[src/rtl/frame_packer_serial.sv]
// Serial frame packer: accepts a parallel payload word and emits
// SYNC_WORD, the payload and a CRC-8 (poly 0x07) MSB-first over a
// valid/ready bit stream towards the Manchester encoder.
// Legal DATA_W values are multiples of 8 in the range 8..64.
module frame_packer_serial #(
  parameter logic [7:0]  SYNC_WORD = 8'hD5,
  parameter int unsigned DATA_W    = 16
) (
  input  logic              clk_160m,
  input  logic              rst_n,
  input  logic [DATA_W-1:0] data_in,
  input  logic              data_valid,
  output logic              data_ready,
  output logic              bit_out,
  output logic              bit_valid,
  input  logic              bit_ready,
  output logic              busy,
  output logic              frame_done
);

  localparam int unsigned CNT_W     = $clog2(DATA_W);
  localparam int unsigned SYNC_BITS = 8;
  localparam int unsigned CRC_BITS  = 8;
  localparam logic [7:0]  CRC_POLY  = 8'h07;

  localparam logic [CNT_W-1:0] CNT_SYNC_LAST = CNT_W'(SYNC_BITS - 1);
  localparam logic [CNT_W-1:0] CNT_DATA_LAST = CNT_W'(DATA_W - 1);
  localparam logic [CNT_W-1:0] CNT_CRC_LAST  = CNT_W'(CRC_BITS - 1);

  typedef enum logic [1:0] {
    ST_IDLE = 2'd0,
    ST_SYNC = 2'd1,
    ST_DATA = 2'd2,
    ST_CRC  = 2'd3
  } state_e;

  // One serial CRC-8 step for a single payload bit.
  function automatic logic [7:0] crc8_step(input logic [7:0] crc, input logic din);
    crc8_step = {crc[6:0], 1'b0} ^ ((crc[7] ^ din) ? CRC_POLY : 8'h00);
  endfunction

  state_e              state_q,      state_d;
  logic [CNT_W-1:0]    cnt_q,        cnt_d;
  logic [DATA_W-1:0]   shift_q,      shift_d;
  logic [7:0]          crc_q,        crc_d;
  logic                bit_out_q,    bit_out_d;
  logic                bit_valid_q,  bit_valid_d;
  logic                data_ready_q, data_ready_d;
  logic                busy_q,       busy_d;
  logic                frame_done_q, frame_done_d;

  logic                handshake;
  logic                accept;
  logic [CNT_W-1:0]    cnt_dec;
  logic [7:0]          crc_next;

  // Handshake qualifiers and helper values shared by the next-state logic.
  always_comb begin
    handshake = bit_valid_q & bit_ready;
    accept    = data_valid & data_ready_q;
    cnt_dec   = cnt_q - CNT_W'(1);
    crc_next  = crc8_step(crc_q, bit_out_q);
  end

  // Next-state and registered-output logic; every bit advance waits for the handshake.
  always_comb begin
    state_d      = state_q;
    cnt_d        = cnt_q;
    shift_d      = shift_q;
    crc_d        = crc_q;
    bit_out_d    = bit_out_q;
    bit_valid_d  = bit_valid_q;
    frame_done_d = 1'b0;

    unique case (state_q)
      ST_IDLE: begin
        bit_valid_d = 1'b0;
        bit_out_d   = 1'b0;
        if (accept) begin
          state_d     = ST_SYNC;
          shift_d     = data_in;
          crc_d       = 8'h00;
          cnt_d       = CNT_SYNC_LAST;
          bit_out_d   = SYNC_WORD[7];
          bit_valid_d = 1'b1;
        end
      end

      ST_SYNC: begin
        if (handshake) begin
          if (cnt_q == '0) begin
            state_d   = ST_DATA;
            cnt_d     = CNT_DATA_LAST;
            bit_out_d = shift_q[DATA_W-1];
            shift_d   = {shift_q[DATA_W-2:0], 1'b0};
          end else begin
            cnt_d     = cnt_dec;
            bit_out_d = SYNC_WORD[cnt_dec[2:0]];
          end
        end
      end

      ST_DATA: begin
        // The bit being accepted is the one currently on bit_out.
        if (handshake) begin
          crc_d = crc_next;
          if (cnt_q == '0) begin
            state_d   = ST_CRC;
            cnt_d     = CNT_CRC_LAST;
            bit_out_d = crc_next[7];
          end else begin
            cnt_d     = cnt_dec;
            bit_out_d = shift_q[DATA_W-1];
            shift_d   = {shift_q[DATA_W-2:0], 1'b0};
          end
        end
      end

      ST_CRC: begin
        if (handshake) begin
          if (cnt_q == '0) begin
            state_d      = ST_IDLE;
            cnt_d        = '0;
            bit_out_d    = 1'b0;
            bit_valid_d  = 1'b0;
            frame_done_d = 1'b1;
          end else begin
            cnt_d     = cnt_dec;
            bit_out_d = crc_q[cnt_dec[2:0]];
          end
        end
      end

      default: begin
        state_d     = ST_IDLE;
        bit_valid_d = 1'b0;
        bit_out_d   = 1'b0;
      end
    endcase

    data_ready_d = (state_d == ST_IDLE);
    busy_d       = (state_d != ST_IDLE);
  end

  // State and output registers; reset abandons any frame in flight.
  always_ff @(posedge clk_160m or negedge rst_n) begin
    if (!rst_n) begin
      state_q      <= ST_IDLE;
      cnt_q        <= '0;
      shift_q      <= '0;
      crc_q        <= 8'h00;
      bit_out_q    <= 1'b0;
      bit_valid_q  <= 1'b0;
      data_ready_q <= 1'b0;
      busy_q       <= 1'b0;
      frame_done_q <= 1'b0;
    end else begin
      state_q      <= state_d;
      cnt_q        <= cnt_d;
      shift_q      <= shift_d;
      crc_q        <= crc_d;
      bit_out_q    <= bit_out_d;
      bit_valid_q  <= bit_valid_d;
      data_ready_q <= data_ready_d;
      busy_q       <= busy_d;
      frame_done_q <= frame_done_d;
    end
  end

  assign data_ready = data_ready_q;
  assign bit_out    = bit_out_q;
  assign bit_valid  = bit_valid_q;
  assign busy       = busy_q;
  assign frame_done = frame_done_q;

endmodule

[config.mk]
export PLATFORM = sky130hd
export DESIGN_NAME = frame_packer_serial
export DESIGN_NICKNAME = d
export VERILOG_FILES = /design/src/rtl/frame_packer_serial.sv
export SDC_FILE = /design/constraint.sdc
export NUM_CORES = 1
export LEC_CHECK = 0
export CAP_MARGIN = 20
export CORE_AREA = 2 2 83 85
export DETAILED_ROUTE_END_ITERATION = 8
export DIE_AREA = 0 0 85 87
export GPL_TIMING_DRIVEN = 0
export SETUP_SLACK_MARGIN = 0.02
export SYNTH_ARGS = -nofsm -noshare
export SYNTH_HDL_FRONTEND = slang
export SYNTH_SLANG_ARGS = --single-unit
[constraint.sdc]
create_clock -name clk_160m -period 2.06 [get_ports clk_160m]
set_clock_uncertainty 0.05 [all_clocks]
set_input_delay 0.412 -clock clk_160m [delete_from_list [all_inputs] [get_ports clk_160m]]
set_output_delay 0.412 -clock clk_160m [all_outputs]
set_load 0.05 [all_outputs]
==> impl_metrics.json <==
{
  "status": "complete, no violations",
  "cts.htree.levels": 2,
  "finish.net_count": 256,
  "drt_first_iter_violations": 74,
  "clk-insertion-delay-late_ps": 300,
  "post-route-min-period_ps": 2010,
  "avgViaCountPerCell": 4.87,
  "worstSetupStartpointType": "flip-flop",
  "yosysWarningCount": 0,
  "avgRoutedWirePerCell_um": 13.0,
  "detailroute.via_count": 1505,
  "finalWeightedCongestion": 0.780,
  "power.leakage_nw": 1.19,
  "row_cnt": 30,
  "tritoncts.num_buffers": 5,
  "post_route_cells_drive_above_1_share": 0.192,
  "avgSynthCellArea_um2": 9.91,
  "io_buffer_count": 24,
  "vdd.ir_drop.worst_v": 0.000433,
  "rsz0062_at_grt": "yes",
  "synth_top_cells_by_area": "sky130_fd_sc_hd__dfrtp_1 (46%), sky130_fd_sc_hd__mux2i_1 (7.8%), sky130_fd_sc_hd__a21oi_1 (6.3%), sky130_fd_sc_hd__ha_1 (5.2%), sky130_fd_sc_hd__o21ai_0 (5.0%)",
  "clk_transition_reported_paths_ps": 70,
  "timing.slew.headroom": 0.479,
  "hold-worst-slack_ps": 142,
  "timing.reg2reg.setup_slack_ps": 50,
  "grt_usage": 0.121,
  "crit_path_end_kind": "flip-flop",
  "timing.final.setup_violations": 0,
  "cts_root_buf": "sky130_fd_sc_hd__clkbuf_8",
  "die-area_um2": 7400,
  "power_w": 0.00139,
  "pwr-share-clk": 0.469,
  "final_antenna_net_count": 0,
  "cts.hold.buffers_added": 0,
  "p_seq_frac": 0.495,
  "regArea_um2": 878,
  "post-synth-top-count-cell": "sky130_fd_sc_hd__dfrtp_1",
  "place_hpwl_um": 2780,
  "power_density_nw_per_um2": 559,
  "syn_nets": 221,
  "dpl-instance-area_um2": 2250,
  "cts_tree": "built",
  "globalRoute.totalOverflow": 0,
  "clock_path_buffers": 2,
  "antenna_found_initial": 0,
  "area_of_the_mapped_netlist_um2": 1910,
  "timing.critical_path.arrival_ps": 2150,
  "finalMaxSlewViolations": 0,
  "post-synth-top-area-cell": "sky130_fd_sc_hd__dfrtp_1",
  "setup_tns_ps": 0,
  "internal_portion_of_total_power_w": 0.00111,
  "antennaDiodeCount": 0,
  "synthDominantCellAreaShare": 0.458,
  "max_freq_mhz": 497,
  "ys_seq_area_frac": 0.458,
  "max_cap_viol_count": 0,
  "yosys_cell_types": 38,
  "drc": 0,
  "iteration_count_of_the_initial_detailed_routing_pass": 4,
  "postSynthRegisterBits": 35,
  "ports_placed_on_the_boundary": 25,
  "crit_path_required_time_ps": 2190,
  "grt_first_pass_wirelength_um": 7090,
  "initial_standard_cell_utilization_of_the_core": 0.291,
  "switching_power_w": 0.000278,
  "power_frac_comb": 0.036,
  "synth_commonest_cells": "sky130_fd_sc_hd__dfrtp_1 (35), sky130_fd_sc_hd__a21oi_1 (24), sky130_fd_sc_hd__nor2_1 (22), sky130_fd_sc_hd__o21ai_0 (19), sky130_fd_sc_hd__mux2i_1 (15)",
  "synth_enable_flop_cells": 0,
  "max_slew.worst_pin.slew_ps": 781,
  "final.period_utilization": 0.976,
  "cts_num_sinks": 35,
  "postSynth.topFlopCell": "sky130_fd_sc_hd__dfrtp_1",
  "hold_viol": 0,
  "syn_inst": 193,
  "worstSetupPathType": "reg2reg",
  "fp.dieH_um": 87,
  "core_region_area_um2": 6570,
  "hold_path_class": "in2async",
  "maximum_number_of_pins_on_one_net_before_global_route_repair": 36,
  "finish.instance_area_um2": 2480,
  "filler_cell_count": 650,
  "timing.critical_path.fanout_max": 5,
  "via_count_of_the_first_global_routing_pass": 1578,
  "multi_input_comb_area_um2": 1010,
  "sw_frac_of_total": 0.200,
  "synth_async_sr_flop_share": 1.00,
  "layout-area-overhead-vs-synth_pct": 29.8,
  "finalNonFillerCells": 309,
  "finalWirelength_um": 4030,
  "post-place-cells": 297,
  "floorplan.die.width_um": 85
}
## per-stage QoR
step | utilization | setup WS, ps
after floorplan | - | 22.9
after CTS | 0.371 | 20.4
final | 0.378 | 49.0
after global routing | 0.378 | -4.92
after global placement | 0.343 | -311
after detailed placement | 0.342 | -273
## power by group through the flow
stage / combinational (W) / sequential [W] / clock, W
floorplan: 0.000000879 / 0.000700 / 0
global placement: 0.0000527 / 0.000700 / 0
detailed placement: 0.0000512 / 0.000700 / 0
CTS: 0.0000516 / 0.000687 / 0.000666
global route: 0.0000549 / 0.000686 / 0.000700
finish: 0.0000495 / 0.000687 / 0.000651
## what timing repair did
item / 4_1_cts / 5_1_grt
gates resized for setup: 11 / 13
buffers inserted: 6 / 2
setup endpoints to repair: 26 / 33
pin swaps: 3 / 2
## cells in the final DEF, fill, tap and decap left out, types with 2 or more instances in the layout
cell type                         count
sky130_fd_sc_hd__dfrtp_1             33
sky130_fd_sc_hd__a21oi_1             23
sky130_fd_sc_hd__nor2_1              22
sky130_fd_sc_hd__clkdlybuf4s50_1     22
sky130_fd_sc_hd__o21ai_0             18
sky130_fd_sc_hd__mux2i_1             15
sky130_fd_sc_hd__nand2_1             14
sky130_fd_sc_hd__buf_4               11
sky130_fd_sc_hd__inv_1                6
sky130_fd_sc_hd__clkbuf_8             6
sky130_fd_sc_hd__a22o_1               5
sky130_fd_sc_hd__ha_1                 5
sky130_fd_sc_hd__and2_1               3
sky130_fd_sc_hd__inv_2                2
sky130_fd_sc_hd__o21ai_1              2
sky130_fd_sc_hd__a22oi_2              2
sky130_fd_sc_hd__nor2b_1              2
sky130_fd_sc_hd__clkbuf_2             2
sky130_fd_sc_hd__xor2_1               2
sky130_fd_sc_hd__mux4_2               2
sky130_fd_sc_hd__ha_2                 2
sky130_fd_sc_hd__dfrtp_2              2
## sequential cells by signal, indices dropped and copies added (netlist names)
signal / cells
shift_q: 16
busy: 1
bit_valid: 1
frame_done: 1
bit_out: 1
crc_q: 8
data_ready: 1
cnt_q: 4
state_q: 2
## logic make-up after synthesis
kind of cell	after synthesis	synth area share
xor gates and xnor gates	3	0.0137
muxes	17	0.102
and+or+nand+nor	50	0.128
DFF	35	0.458
buffers and inverters	19	0.0471
adders and majority gates	8	0.0523
AOI/OAI and AO/OA	61	0.199
## cell type report
type | instances | share of cell area
plain buffers | 7 | 0.0191
repair buffers | 32 | 0.120
inverters | 8 | 0.0121
multi-input cells | 139 | 0.408
clock buffers | 6 | 0.0332
flip-flops and latches | 35 | 0.354
well taps | 80 | 0.0403
clock inverters | 2 | 0.0141
## worst paths after layout
path	start	to	depth (start not counted)
setup / recovery	cnt_q[0]	busy	7
hold / removal	rst_n	shift_q[9]	1
setup reg to reg	cnt_q[0]	busy	7
hold reg to reg	crc_q[2]	crc_q[2]	2
max in group asynchronous	rst_n	cnt_q[0]	1
min in group clk_160m	crc_q[2]	crc_q[2]	2
## worst max-delay path, cell delays in order (launching register included)
cell	delay [ps]
sky130_fd_sc_hd__dfrtp_2	410
sky130_fd_sc_hd__inv_2	80
sky130_fd_sc_hd__ha_4	130
sky130_fd_sc_hd__or3b_4	450
sky130_fd_sc_hd__nor2_8	170
sky130_fd_sc_hd__o21bai_2	80
sky130_fd_sc_hd__a221o_1	310
sky130_fd_sc_hd__or2_1	210
## per-layer routing
layer | vias up | global-route usage | part of all wire
met4 | 0 | 0.0548 | 0.014
met2 | 36 | 0.194 | 0.47
met3 | 5 | 0.0332 | 0.046
met1 | 721 | 0.152 | 0.46
li1 | 743 | - | -
met5 | - | 0 | 0
No activity file was read; power rests on OpenSTA's default activity.
